===== src/rtl/im_loader_pkg.sv =====
// Shared definitions for the boot-image loader: FSM state encoding and the
// default instruction-memory geometry as seen from the CPU's PC space.
package im_loader_pkg;

    typedef enum logic [2:0] {
        IDLE = 3'd0,
        LEN  = 3'd1,
        DATA = 3'd2,
        CSUM = 3'd3,
        DONE = 3'd4,
        ERR  = 3'd5
    } load_state_e;

    localparam logic [31:0] IM_BASE_ADDR = 32'h0000_3000;
    localparam int          IM_SIZE      = 4096;

endpackage


===== src/rtl/im_loader_byte_packer.sv =====
// Assembles four accepted stream bytes into one little-endian word; the word is
// presented combinationally alongside the fourth byte so the FSM can act on it.
module im_loader_byte_packer (
    input  logic        clk_i,
    input  logic        reset_i,
    input  logic        clear_i,
    input  logic        byte_valid_i,
    input  logic [7:0]  byte_i,
    output logic        word_valid_o,
    output logic [31:0] word_o
);

    logic [1:0]  count_q, count_d;
    logic [23:0] shift_q, shift_d;

    // Earlier bytes shift down so byte 0 ends up in bits [7:0].
    always_comb begin
        count_d = count_q;
        shift_d = shift_q;
        if (clear_i) begin
            count_d = 2'd0;
        end else if (byte_valid_i) begin
            count_d = count_q + 2'd1;
            shift_d = {byte_i, shift_q[23:8]};
        end
    end

    always_ff @(posedge clk_i) begin
        if (reset_i) begin
            count_q <= 2'd0;
            shift_q <= 24'd0;
        end else begin
            count_q <= count_d;
            shift_q <= shift_d;
        end
    end

    assign word_valid_o = byte_valid_i && (count_q == 2'd3);
    assign word_o       = {byte_i, shift_q};

endmodule


===== src/rtl/im_loader.sv =====
// Boot-image loader: takes LEN / data / CSUM words off a byte stream, writes the
// data words into instruction memory at PC byte addresses and checks the sum.
module im_loader
    import im_loader_pkg::*;
#(
    parameter logic [31:0] BASE_ADDR = IM_BASE_ADDR,
    parameter int          IMSIZE    = IM_SIZE
) (
    input  logic        clk_i,
    input  logic        reset_i,
    input  logic        start_i,
    input  logic        in_valid_i,
    input  logic [7:0]  in_data_i,
    output logic        in_ready_o,
    output logic        im_we_o,
    output logic [31:0] im_addr_o,
    output logic [31:0] im_wdata_o,
    output logic        busy_o,
    output logic        done_o,
    output logic        error_o
);

    // One extra bit so an image of exactly IMSIZE words does not wrap idx.
    localparam int IDXW = $clog2(IMSIZE) + 1;

    load_state_e     state_q, state_d;
    logic [IDXW-1:0] idx_q, idx_d;
    logic [IDXW-1:0] len_q, len_d;
    logic [31:0]     sum_q, sum_d;
    logic [31:0]     addr_q, addr_d;
    logic [31:0]     wdata_q, wdata_d;
    logic            we_q, we_d;
    logic            done_q, error_q;

    logic            xfer;
    logic            word_valid;
    logic [31:0]     word;

    assign in_ready_o = (state_q == LEN) || (state_q == DATA) || (state_q == CSUM);
    assign busy_o     = in_ready_o;
    assign xfer       = in_valid_i && in_ready_o;

    im_loader_byte_packer u_packer (
        .clk_i        (clk_i),
        .reset_i      (reset_i),
        .clear_i      (state_d != state_q),
        .byte_valid_i (xfer),
        .byte_i       (in_data_i),
        .word_valid_o (word_valid),
        .word_o       (word)
    );

    always_comb begin
        state_d = state_q;
        idx_d   = idx_q;
        len_d   = len_q;
        sum_d   = sum_q;
        addr_d  = addr_q;
        wdata_d = wdata_q;
        we_d    = 1'b0;
        case (state_q)
            IDLE, DONE, ERR: begin
                if (start_i) begin
                    state_d = LEN;
                    idx_d   = '0;
                    sum_d   = 32'd0;
                end
            end
            LEN: begin
                if (word_valid) begin
                    len_d = word[IDXW-1:0];
                    if (word > 32'(IMSIZE))
                        state_d = ERR;
                    else if (word == 32'd0)
                        state_d = CSUM;
                    else
                        state_d = DATA;
                end
            end
            DATA: begin
                // Write strobe, address and sum all register on the same edge.
                if (word_valid) begin
                    we_d    = 1'b1;
                    addr_d  = BASE_ADDR + (32'(idx_q) << 2);
                    wdata_d = word;
                    idx_d   = idx_q + IDXW'(1);
                    sum_d   = sum_q + word;
                    if ((idx_q + IDXW'(1)) == len_q)
                        state_d = CSUM;
                end
            end
            CSUM: begin
                if (word_valid)
                    state_d = (word == sum_q) ? DONE : ERR;
            end
            default: state_d = IDLE;
        endcase
    end

    always_ff @(posedge clk_i) begin
        if (reset_i) begin
            state_q <= IDLE;
            idx_q   <= '0;
            len_q   <= '0;
            sum_q   <= 32'd0;
            addr_q  <= BASE_ADDR;
            wdata_q <= 32'd0;
            we_q    <= 1'b0;
            done_q  <= 1'b0;
            error_q <= 1'b0;
        end else begin
            state_q <= state_d;
            idx_q   <= idx_d;
            len_q   <= len_d;
            sum_q   <= sum_d;
            addr_q  <= addr_d;
            wdata_q <= wdata_d;
            we_q    <= we_d;
            done_q  <= (state_d == DONE);
            error_q <= (state_d == ERR);
        end
    end

    assign im_we_o    = we_q;
    assign im_addr_o  = addr_q;
    assign im_wdata_o = wdata_q;
    assign done_o     = done_q;
    assign error_o    = error_q;

endmodule


===== config.mk =====
export PLATFORM = sky130hd
export DESIGN_NAME = im_loader
export DESIGN_NICKNAME = d
export VERILOG_FILES = /design/src/rtl/im_loader_pkg.sv /design/src/rtl/im_loader_byte_packer.sv /design/src/rtl/im_loader.sv
export SDC_FILE = /design/constraint.sdc
export NUM_CORES = 1
export LEC_CHECK = 0
export ABC_AREA = 1
export CAP_MARGIN = 20
export CORE_UTILIZATION = 57
export DETAILED_ROUTE_END_ITERATION = 16
export PLACE_DENSITY = 0.8
export SETUP_SLACK_MARGIN = 0.2
export SLEW_MARGIN = 20
export SYNTH_ARGS = -nofsm -noshare
export SYNTH_HDL_FRONTEND = slang
export SYNTH_SLANG_ARGS = --single-unit

===== constraint.sdc =====
create_clock -name clk_i -period 3.2 [get_ports clk_i]
set_input_delay 0.8 -clock clk_i [delete_from_list [all_inputs] [get_ports clk_i]]
set_output_delay 0.8 -clock clk_i [all_outputs]
set_load 0.02 [all_outputs]

==> impl_metrics.csv, run 1 <==
group,metric,value,unit
route,vias_per_cell,5.40,
final_layout,layout_commonest_cell,"nand2_1",
global_routing,grt_pass1_wl,33800,µm
clock_tree,cts_tree,"built",
setup_path,crit_path_start_kind,"input pin",
global_routing,track_usage,0.302,
clock_tree,path_clk_slew,0.06,ns
route,wl_per_cell,14.4,µm
setup_path,end_kind,"register",
pwr,power.switching,1090,µW
synth,yosysWarnings,0,
setup_path,required,3.55,ns
synth,avgSynthCellArea,6.61,µm²
floorplan,core.rowCount,42,
sta,slew_headroom,0.483,
placement,gp_congestion,0.984,
sta,finalCritPeriodShare,0.878,
pwr,p_int,3060,µW
pwr,power_density,452,nW/µm²
synth,synth-xor-area-share,0.00911,
floorplan,die_h,118,µm
placement,dp_hpwl,14700,µm
route,firstDrtPassIters,5,
final_layout,drive_above_1_share,0.0699,
sta,finClkSkew,0.0117,ns
synth,synth_top_family_by_area,"simple AND/OR/NAND/NOR gates",
final_layout,antenna_cells,0,
global_routing,antenna_found_initial,0,
final_layout,final_core_util,0.695,
clock_tree,clk_latency,0.43,ns
clock_tree,postCtsSetupRepairBufs,0,
setup_path,crit_fanout,24,
clock_tree,cts_buffer_depth,2,
sta,slew_violations,0,
clock_tree,numCtsBuffers,17,
sta,fmax,356,MHz
global_routing,overflow,0,
synth,synthSimpleGateAreaFrac,0.284,
route,totalWireLength,20500,µm
pwr,leakage,0.00403,µW
setup_path,r2r_slack,0.51,ns
clock_tree,cts_repair_resize_count,0,
synth,ys_top_cells_by_area,"dfxtp_1 35%, nand2_1 13%, a21oi_1 9.6%",
pwr,switching_share,0.262,
clock_tree,postCtsHoldBufs,0,
pwr,p_comb_frac,0.104,
synth,synth_top_cell_by_area,"dfxtp_1",
synth,yosysSeqAreaShare,0.354,
synth,ys_types,42,
min_path,hold_path.class,"reg -> reg",
synth,synth_area,7690,µm²
placement,port-buffer-count,62,
clock_tree,h-tree-depth,4,
pwr,ir_worst_vdd,0.394,mV
global_routing,grt_max_degree,65,
floorplan,io_pins,81,
final_layout,fin_nets,1280,
clock_tree,cts_root_buf,"clkbuf_16",
final_layout,areaGrowthSynthToFinish,19.1,%
synth,synth_fa_ha_area_frac,0.0595,
synth,synthFlopType,"dfxtp_1",
synth,synthArstFlopShare,0,
job,cap_violations,0,
sta,tns,0,ns
sta,layout_min_cycle_time,2.81,ns
status,outcome,"finished, final reports clean",
route,drtIter0Drc,534,
route,via_count,7676,
setup_path,crit_type,"in -> reg",
synth,synth_compound_gate_area_share,0.175,
route,drt.antenna.violating_nets,0,
synth,synthCells,1164,
synth,synth.area.mux_share,0.00130,
floorplan,dieArea,14000,µm²
sta,setup_viol,0,
floorplan,die_w,118,µm
global_routing,grt_pass1_vias,7044,
sta,grt_setup_unrepaired,"no",
clock_tree,clock-sinks,136,
synth,ys_seq_elements,136,
pwr,seqPwrFrac,0.420,
final_layout,mostFrequentLayoutCells,"259 x nand2_1, 148 x a21oi_1, 143 x inv_1",
floorplan,core-area,13200,µm²
pwr,clock_power_share,0.476,
sta,final_hold_viol_count,0,
synth,synth_edf_count,0,
sta,worstMarginPinSlew,0.767,ns
setup_path,cp.arrival,3.16,ns
synth,yosys.area.top_type_share,0.354,
route,drc,0,
floorplan,initial_core_util,0.583,
==> synth_stat cells, drive strengths merged, types with 5 or more instances <==
cell / count
nand3: 68
buf: 32
clkbuf: 30
ha: 35
a21o: 5
xor2: 5
inv: 150
nor2: 122
o21bai: 5
nand2: 262
nor3: 8
nand4: 40
or2: 6
a21oi: 149
o21ai: 87
dfxtp: 136
==> kinds of logic (layout without fill, tap and decap cells) <==
family                   Yosys count  count (layout)
buffers and inverters            212             276
AO/OA/AOI/OAI                    258             258
AND/OR/NAND/NOR                  512             512
XOR/XNOR                           8               8
adder cells (fa/ha/maj)           36              36
flip-flops                       136             136
multiplexers                       1               1
other                              1              18
==> critical path, stage by stage <==
cell and delay [ns]:
clkdlybuf4s50_1 0.50, ha_1 0.35, inv_1 0.09, nand4_1 0.11
nor2_1 0.17, nand3_1 0.12, nor2_1 0.11, nor2_1 0.04
a21oi_1 0.15, nand3_2 0.12, nand2_4 0.11, nand3_4 0.07
buf_12 0.19, nand2_1 0.06, inv_1 0.04, nor2_1 0.11
==> power by group through the flow <==
stage | combinational (µW) | sequential [µW] | clock [µW]
after global routing | 473 | 1740 | 2070
after CTS | 426 | 1740 | 1990
after floorplan | 305 | 1770 | 0
after global placement | 418 | 1780 | 0
final | 430 | 1740 | 1970
after detailed placement | 422 | 1780 | 0
==> path summary, 6_finish.rpt <==
| path | start | endpoint | cells past startpoint |
|---|---|---|---|
| hold / removal | im_addr_o[13] | im_addr_o[13] | 2 |
| setup / recovery | in_data_i[1] | u_packer.shift_q[18] | 16 |
| hold reg to reg | im_addr_o[13] | im_addr_o[13] | 2 |
| setup reg to reg | sum_q[0] | sum_q[24] | 13 |
==> flip-flops by register name, indices dropped and copies added (netlist names) <==
register and flops:
u_packer.count_q 2, state_q 3, idx_q 13, error_o 1
im_wdata_o 32, im_addr_o 14, len_q 13, sum_q 32
u_packer.shift_q 24, done_o 1, im_we_o 1
==> metrics by stage <==
stage	cells	worst slack (ns)	cell area, µm²	power [µW]	hold slack [ns]
finish	1421	0.389	9170	4150	0.465
CTS	1421	0.430	9170	4160	0.472
global route	1421	0.239	9170	4290	0.488
detailed placement	1389	0.0195	8570	2200	0.458
global placement	1389	0.0741	8570	2200	0.451
floorplan	1181	0.698	7760	2070	0.441
==> area by class of cell <==
class                   count  area, µm²
flip-flops and latches    136       2720
clock buffers              19        453
well taps                 176        220
repair buffers             94        918
clock inverters            13        141
multi-input cells         833       4150
inverters                 150        564
fillers                  1160       4020
==> metal layers <==
layer  vias up  wire length, µm  GRT usage
met5         -                0          0
met4         0              431      0.115
met3        35             1530     0.0550
met2       285             9070      0.477
met1      3449             9450      0.410
li1       3907                -          -
Note: power is estimated with default switching activity, not from simulation.
==> inputs of run 2 (changes only) <==
--- a/config.mk
+++ b/config.mk
@@ -5,13 +5,14 @@
 export SDC_FILE = /design/constraint.sdc
 export NUM_CORES = 1
 export LEC_CHECK = 0
-export ABC_AREA = 1
 export CAP_MARGIN = 20
-export CORE_UTILIZATION = 57
+export CORE_UTILIZATION = 58
+export CTS_BUF_LIST = sky130_fd_sc_hd__clkbuf_8
 export DETAILED_ROUTE_END_ITERATION = 16
-export PLACE_DENSITY = 0.8
+export PLACE_DENSITY = 0.82
 export SETUP_SLACK_MARGIN = 0.2
 export SLEW_MARGIN = 20
 export SYNTH_ARGS = -nofsm -noshare
 export SYNTH_HDL_FRONTEND = slang
 export SYNTH_SLANG_ARGS = --single-unit
+export TNS_END_PERCENT = 1
==> impl_metrics.csv, run 2 <==
group,metric,value,unit
status,outcome,"finished, final reports clean",
final_layout,layout_commonest_cell,"nand2_1",
final_layout,antenna_cells,0,
setup_path,required,3.55,ns
synth,yosys.area.top_type_share,0.384,
synth,avgSynthCellArea,8.03,µm²
sta,setup_viol,0,
setup_path,cp.arrival,3.26,ns
sta,finalCritPeriodShare,0.910,
route,drc,0,
setup_path,end_kind,"register",
synth,synth_edf_count,0,
placement,gp_congestion,0.913,
clock_tree,path_clk_slew,0.08,ns
floorplan,initial_core_util,0.593,
final_layout,drive_above_1_share,0.0998,
placement,dp_hpwl,13100,µm
final_layout,stdcell_count,1119,
synth,yosysSeqAreaShare,0.384,
sta,fmax,344,MHz
global_routing,grt_pass1_vias,5956,
job,cap_violations,0,
route,drtIter0Drc,673,
floorplan,io_pins,81,
setup_path,crit_type,"in -> reg",
synth,synth.most_common_cell,"nand2_1",
route,drt.antenna.violating_nets,0,
synth,yosysWarnings,0,
final_layout,areaGrowthSynthToFinish,18.7,%
clock_tree,clock-sinks,136,
sta,final_hold_viol_count,0,
global_routing,grt_pass1_wl,30000,µm
setup_path,crit_fanout,4,
sta,tns,0,ns
placement,place_inst,1087,
placement,placed_area,8010,µm²
pwr,power_density,395,nW/µm²
synth,synth_area,7090,µm²
global_routing,overflow,0,
route,totalWireLength,18500,µm
clock_tree,numCtsBuffers,17,
sta,grt_setup_unrepaired,"yes",
clock_tree,cts_root_buf,"clkbuf_8",
floorplan,die_w,113,µm
route,firstDrtPassIters,5,
synth,synthFlopType,"dfxtp_1",
floorplan,die_h,113,µm
final_layout,final_core_util,0.704,
synth,ys_top_cells_by_area,"dfxtp_1 38%, nand2_1 8.3%, a21oi_1 7.5%",
synth,synth.top_cells.by_count,"157 x nand2_1, 136 x dfxtp_1, 107 x a21oi_1",
placement,port-buffer-count,62,
sta,slew_violations,0,
setup_path,crit_path_start_kind,"input pin",
final_layout,fin_nets,1007,
sta,layout_min_cycle_time,2.91,ns
route,via_count,6582,
global_routing,grt_max_degree,67,
floorplan,core.rowCount,40,
sta,finClkSkew,0.00656,ns
clock_tree,cts_buffer_depth,2,
pwr,leakage,0.00358,µW
route,vias_per_cell,5.88,
synth,ys_types,57,
floorplan,core-area,12000,µm²
pwr,ir_worst_vdd,0.361,mV
synth,ys_seq_elements,136,
synth,synth_top_cell_by_area,"dfxtp_1",
floorplan,dieArea,12700,µm²
clock_tree,postCtsHoldBufs,0,
global_routing,track_usage,0.301,
route,wl_per_cell,16.5,µm
synth,synthCells,883,
sta,slew_headroom,0.267,
final_layout,mostFrequentLayoutCells,"157 x nand2_1, 134 x dfxtp_1, 106 x a21oi_1",
synth,synthArstFlopShare,0,
min_path,hold_path.class,"reg -> reg",
sta,worstMarginPinSlew,1.09,ns
clock_tree,h-tree-depth,4,
clock_tree,clk_latency,0.45,ns
clock_tree,cts_tree,"built",
global_routing,antenna_found_initial,0,
final_layout,final_cell_area,8420,µm²
## run 2: cell types whose count changed after synthesis, moves of 20 or more
cell	previous run	this run
nand4_1	40	9
a21oi_1	148	107
nand2_1	259	157
xnor2_1	3	23
nor2_1	120	83
mux2i_1	1	29
o21ai_0	86	39
inv_1	144	9
nand3_1	66	14
## run 2: layer usage
metal  up-vias  routed length [µm]  global-route usage
met1      3135                8060               0.384
met5         -                   0                   0
met4         0                 442               0.106
met3        32                1120              0.0599
li1       3192                   -                   -
met2       223                8870               0.505
## run 2: critical path, stage by stage
cell and delay [ns]:
clkdlybuf4s50_1 0.54, ha_1 0.43, nor4_1 0.52, nand4_1 0.21
nor3_1 0.21, o21ai_0 0.09, a31oi_1 0.22, nand2_1 0.09
and2_1 0.14
## run 2: what timing repair did
item,4_1_cts,5_1_grt
setup endpoints to repair,2,25
setup buffers,0,0
pin swaps,0,1
gates resized for setup,0,9
## run 2: per-stage QoR
stage          hold WS (ns)  worst slack [ns]  power, µW
2_1_floorplan         0.429             0.533       1890
3_3_place_gp          0.442           0.00973       1950
3_5_place_dp          0.445           -0.0954       1950
4_1_cts               0.456             0.178       3340
5_1_grt               0.473             0.157       3430
6_report              0.453             0.289       3320
## run 2: power by group
| group | leakage, µW | switching (µW) | internal, µW |
|---|---|---|---|
| clock network | 0.000196 | 681 | 726 |
| registers | 0.00110 | 11.5 | 1700 |
| logic | 0.00229 | 132 | 76.5 |
| total | 0.00358 | 825 | 2500 |
## run 2: path summary, 6_finish.rpt
path	start	end	slack, ns	cells after the start
min	im_addr_o[15]	im_addr_o[15]	0.45	2
max	in_data_i[6]	error_o	0.29	9
max reg2reg	sum_q[0]	sum_q[28]	0.33	12
min reg2reg	im_addr_o[15]	im_addr_o[15]	0.45	2
## run 2: cell families after synthesis
logic type / Yosys count / synth area share
fa+ha+maj: 36 / 0.0646
other cells: 1 / 0.000529
buf+inv: 81 / 0.0568
xor+xnor: 47 / 0.0580
flops: 136 / 0.384
mux: 30 / 0.0425
simple gates: 333 / 0.211
compound gates: 219 / 0.182
## run 2: area by class of cell
cell class	instances	area (µm²)
multi-input cells	683	4050
fillers	945	3540
flip-flops and latches	136	2730
repair buffers	112	1030
clock buffers	19	262
well taps	147	184
clock inverters	13	130
inverters	9	33.8
==> inputs of run 3 (changes only) <==
--- a/config.mk
+++ b/config.mk
@@ -6,10 +6,10 @@
 export NUM_CORES = 1
 export LEC_CHECK = 0
 export CAP_MARGIN = 20
-export CORE_UTILIZATION = 58
+export CORE_UTILIZATION = 55
 export CTS_BUF_LIST = sky130_fd_sc_hd__clkbuf_8
 export DETAILED_ROUTE_END_ITERATION = 16
-export PLACE_DENSITY = 0.82
+export PLACE_DENSITY = 0.78
 export SETUP_SLACK_MARGIN = 0.2
 export SLEW_MARGIN = 20
 export SYNTH_ARGS = -nofsm -noshare
==> impl_metrics.csv, run 3 (synthesis results as in run 2) <==
group,metric,value,unit
sta,finalCritPeriodShare,0.893,
final_layout,fin_nets,1001,
setup_path,max_stage_delay,0.49,ns
global_routing,overflow,0,
setup_path,cp_slowest_cell,"o31ai_1",
status,outcome,"finished, final reports clean",
placement,dp_hpwl,12800,µm
floorplan,die_w,116,µm
route,vias_per_cell,5.62,
floorplan,io_pins,81,
final_layout,layout_commonest_cell,"nand2_1",
final_layout,seq_area,2720,µm²
sta,final_hold_viol_count,0,
final_layout,stdcell_count,1137,
setup_path,cp.arrival,3.21,ns
pwr,leakage,0.00356,µW
route,drc,0,
floorplan,initial_core_util,0.562,
route,via_count,6387,
floorplan,die_h,116,µm
clock_tree,clock-sinks,136,
sta,setup_viol,0,
final_layout,mostFrequentLayoutCells,"157 x nand2_1, 135 x dfxtp_1, 106 x a21oi_1",
clock_tree,cts_buffer_depth,2,
placement,place_inst,1106,
floorplan,dieArea,13400,µm²
clock_tree,cts_root_buf,"clkbuf_8",
clock_tree,path_clk_slew,0.08,ns
sta,grt_setup_unrepaired,"yes",
min_path,hold_path.class,"reg -> reg",
pwr,power_density,410,nW/µm²
final_layout,areaGrowthSynthToFinish,18.9,%
global_routing,grt_pass1_vias,5751,
pwr,finalPower,3460,µW
clock_tree,cts_tree,"built",
setup_path,path_delay_family,"compound AO/OA/AOI/OAI gates",
clock_tree,numCtsBuffers,17,
global_routing,antenna_found_initial,0,
route,drtIter0Drc,487,
placement,post-place-ws,-0.0226,ns
route,wl_per_cell,16.0,µm
final_layout,fillers,1081,
final_layout,multiInputGateArea,4060,µm²
setup_path,crit_type,"reg -> reg",
global_routing,grt_pass1_wl,28600,µm
setup_path,crit_chain,"buf_4 > ha_1 > a211oi_1 > nor2_1 > a21oi_1 > a21bo_2 > o31ai_1 > a21boi_0 > o21ai_0 > xnor2_1 > o21ai_0",
setup_path,path_common_cell,"o21ai_0",
clock_tree,clk_latency,0.46,ns
clock_tree,postCtsSetupRepairBufs,0,
setup_path,required,3.55,ns
route,firstDrtPassIters,7,
route,drt.antenna.violating_nets,0,
sta,fmax,350,MHz
placement,placed_area,7980,µm²
job,cap_violations,0,
setup_path,critical_path_buf_inv_count,1,
setup_path,crit_path_start_kind,"register",
clock_tree,postCtsHoldBufs,0,
placement,gp_congestion,0.924,
final_layout,antenna_cells,0,
route,totalWireLength,18200,µm
final_layout,drive_above_1_share,0.0953,
sta,slew_headroom,0.326,
global_routing,grt_max_degree,102,
sta,layout_min_cycle_time,2.86,ns
clock_tree,h-tree-depth,4,
floorplan,core-area,12600,µm²
pwr,ir_worst_vdd,0.272,mV
floorplan,core.rowCount,41,
sta,slew_violations,0,
setup_path,crit_fanout,5,
placement,port-buffer-count,62,
sta,finClkSkew,0.00873,ns
sta,worstMarginPinSlew,1.01,ns
final_layout,final_cell_area,8430,µm²
final_layout,final_core_util,0.668,
global_routing,track_usage,0.279,
setup_path,end_kind,"register",
sta,fin_ws,0.342,ns
run 3: metal layers:
| metal | vias up | track usage | part of all wire |
|---|---|---|---|
| li1 | 3183 | - | - |
| met3 | 26 | 0.0586 | 0.046 |
| met4 | 0 | 0.0970 | 0.021 |
| met2 | 169 | 0.465 | 0.48 |
| met5 | - | 0 | 0 |
| met1 | 3009 | 0.358 | 0.45 |
run 3: power breakdown:
part           total [µW]  internal [µW]  switching [µW]
clock network        1550            859             687
logic                 203           74.2             128
registers            1710           1700            12.2
total                3460           2630             828
run 3: final timing paths:
| check | from | to | slack (ns) | depth (start not counted) |
|---|---|---|---|---|
| worst min-delay path | im_addr_o[7] | im_addr_o[7] | 0.46 | 2 |
| worst min register to register | im_addr_o[7] | im_addr_o[7] | 0.46 | 2 |
| worst max-delay path | u_packer.shift_q[1] | sum_q[23] | 0.34 | 11 |
| worst max register to register | u_packer.shift_q[1] | sum_q[23] | 0.34 | 11 |
run 3: repair_timing:
action,in CTS,in global routing
endpoints found under the setup margin,1,29
resized for setup,2,7
pin swaps,1,2
run 3: layout make-up:
class,count,share of cell area
Multi-Input combinational cell,683,0.481
Timing Repair Buffer,106,0.115
Clock buffer,18,0.0294
Tap cell,172,0.0255
Sequential cell,136,0.323
Inverter,9,0.00401
Clock inverter,13,0.0212
run 3: tightest hold or removal path: stages, from the launching register on:
cell	delay, ns
dfxtp_1	0.31
nand2_1	0.05
a21oi_1	0.05
run 3: stage by stage:
step / TNS, ns / hold slack [ns]
3_3_place_gp: -0.157 / 0.440
4_1_cts: 0 / 0.457
2_1_floorplan: 0 / 0.429
6_report: 0 / 0.456
3_5_place_dp: -0.0434 / 0.445
5_1_grt: 0 / 0.474
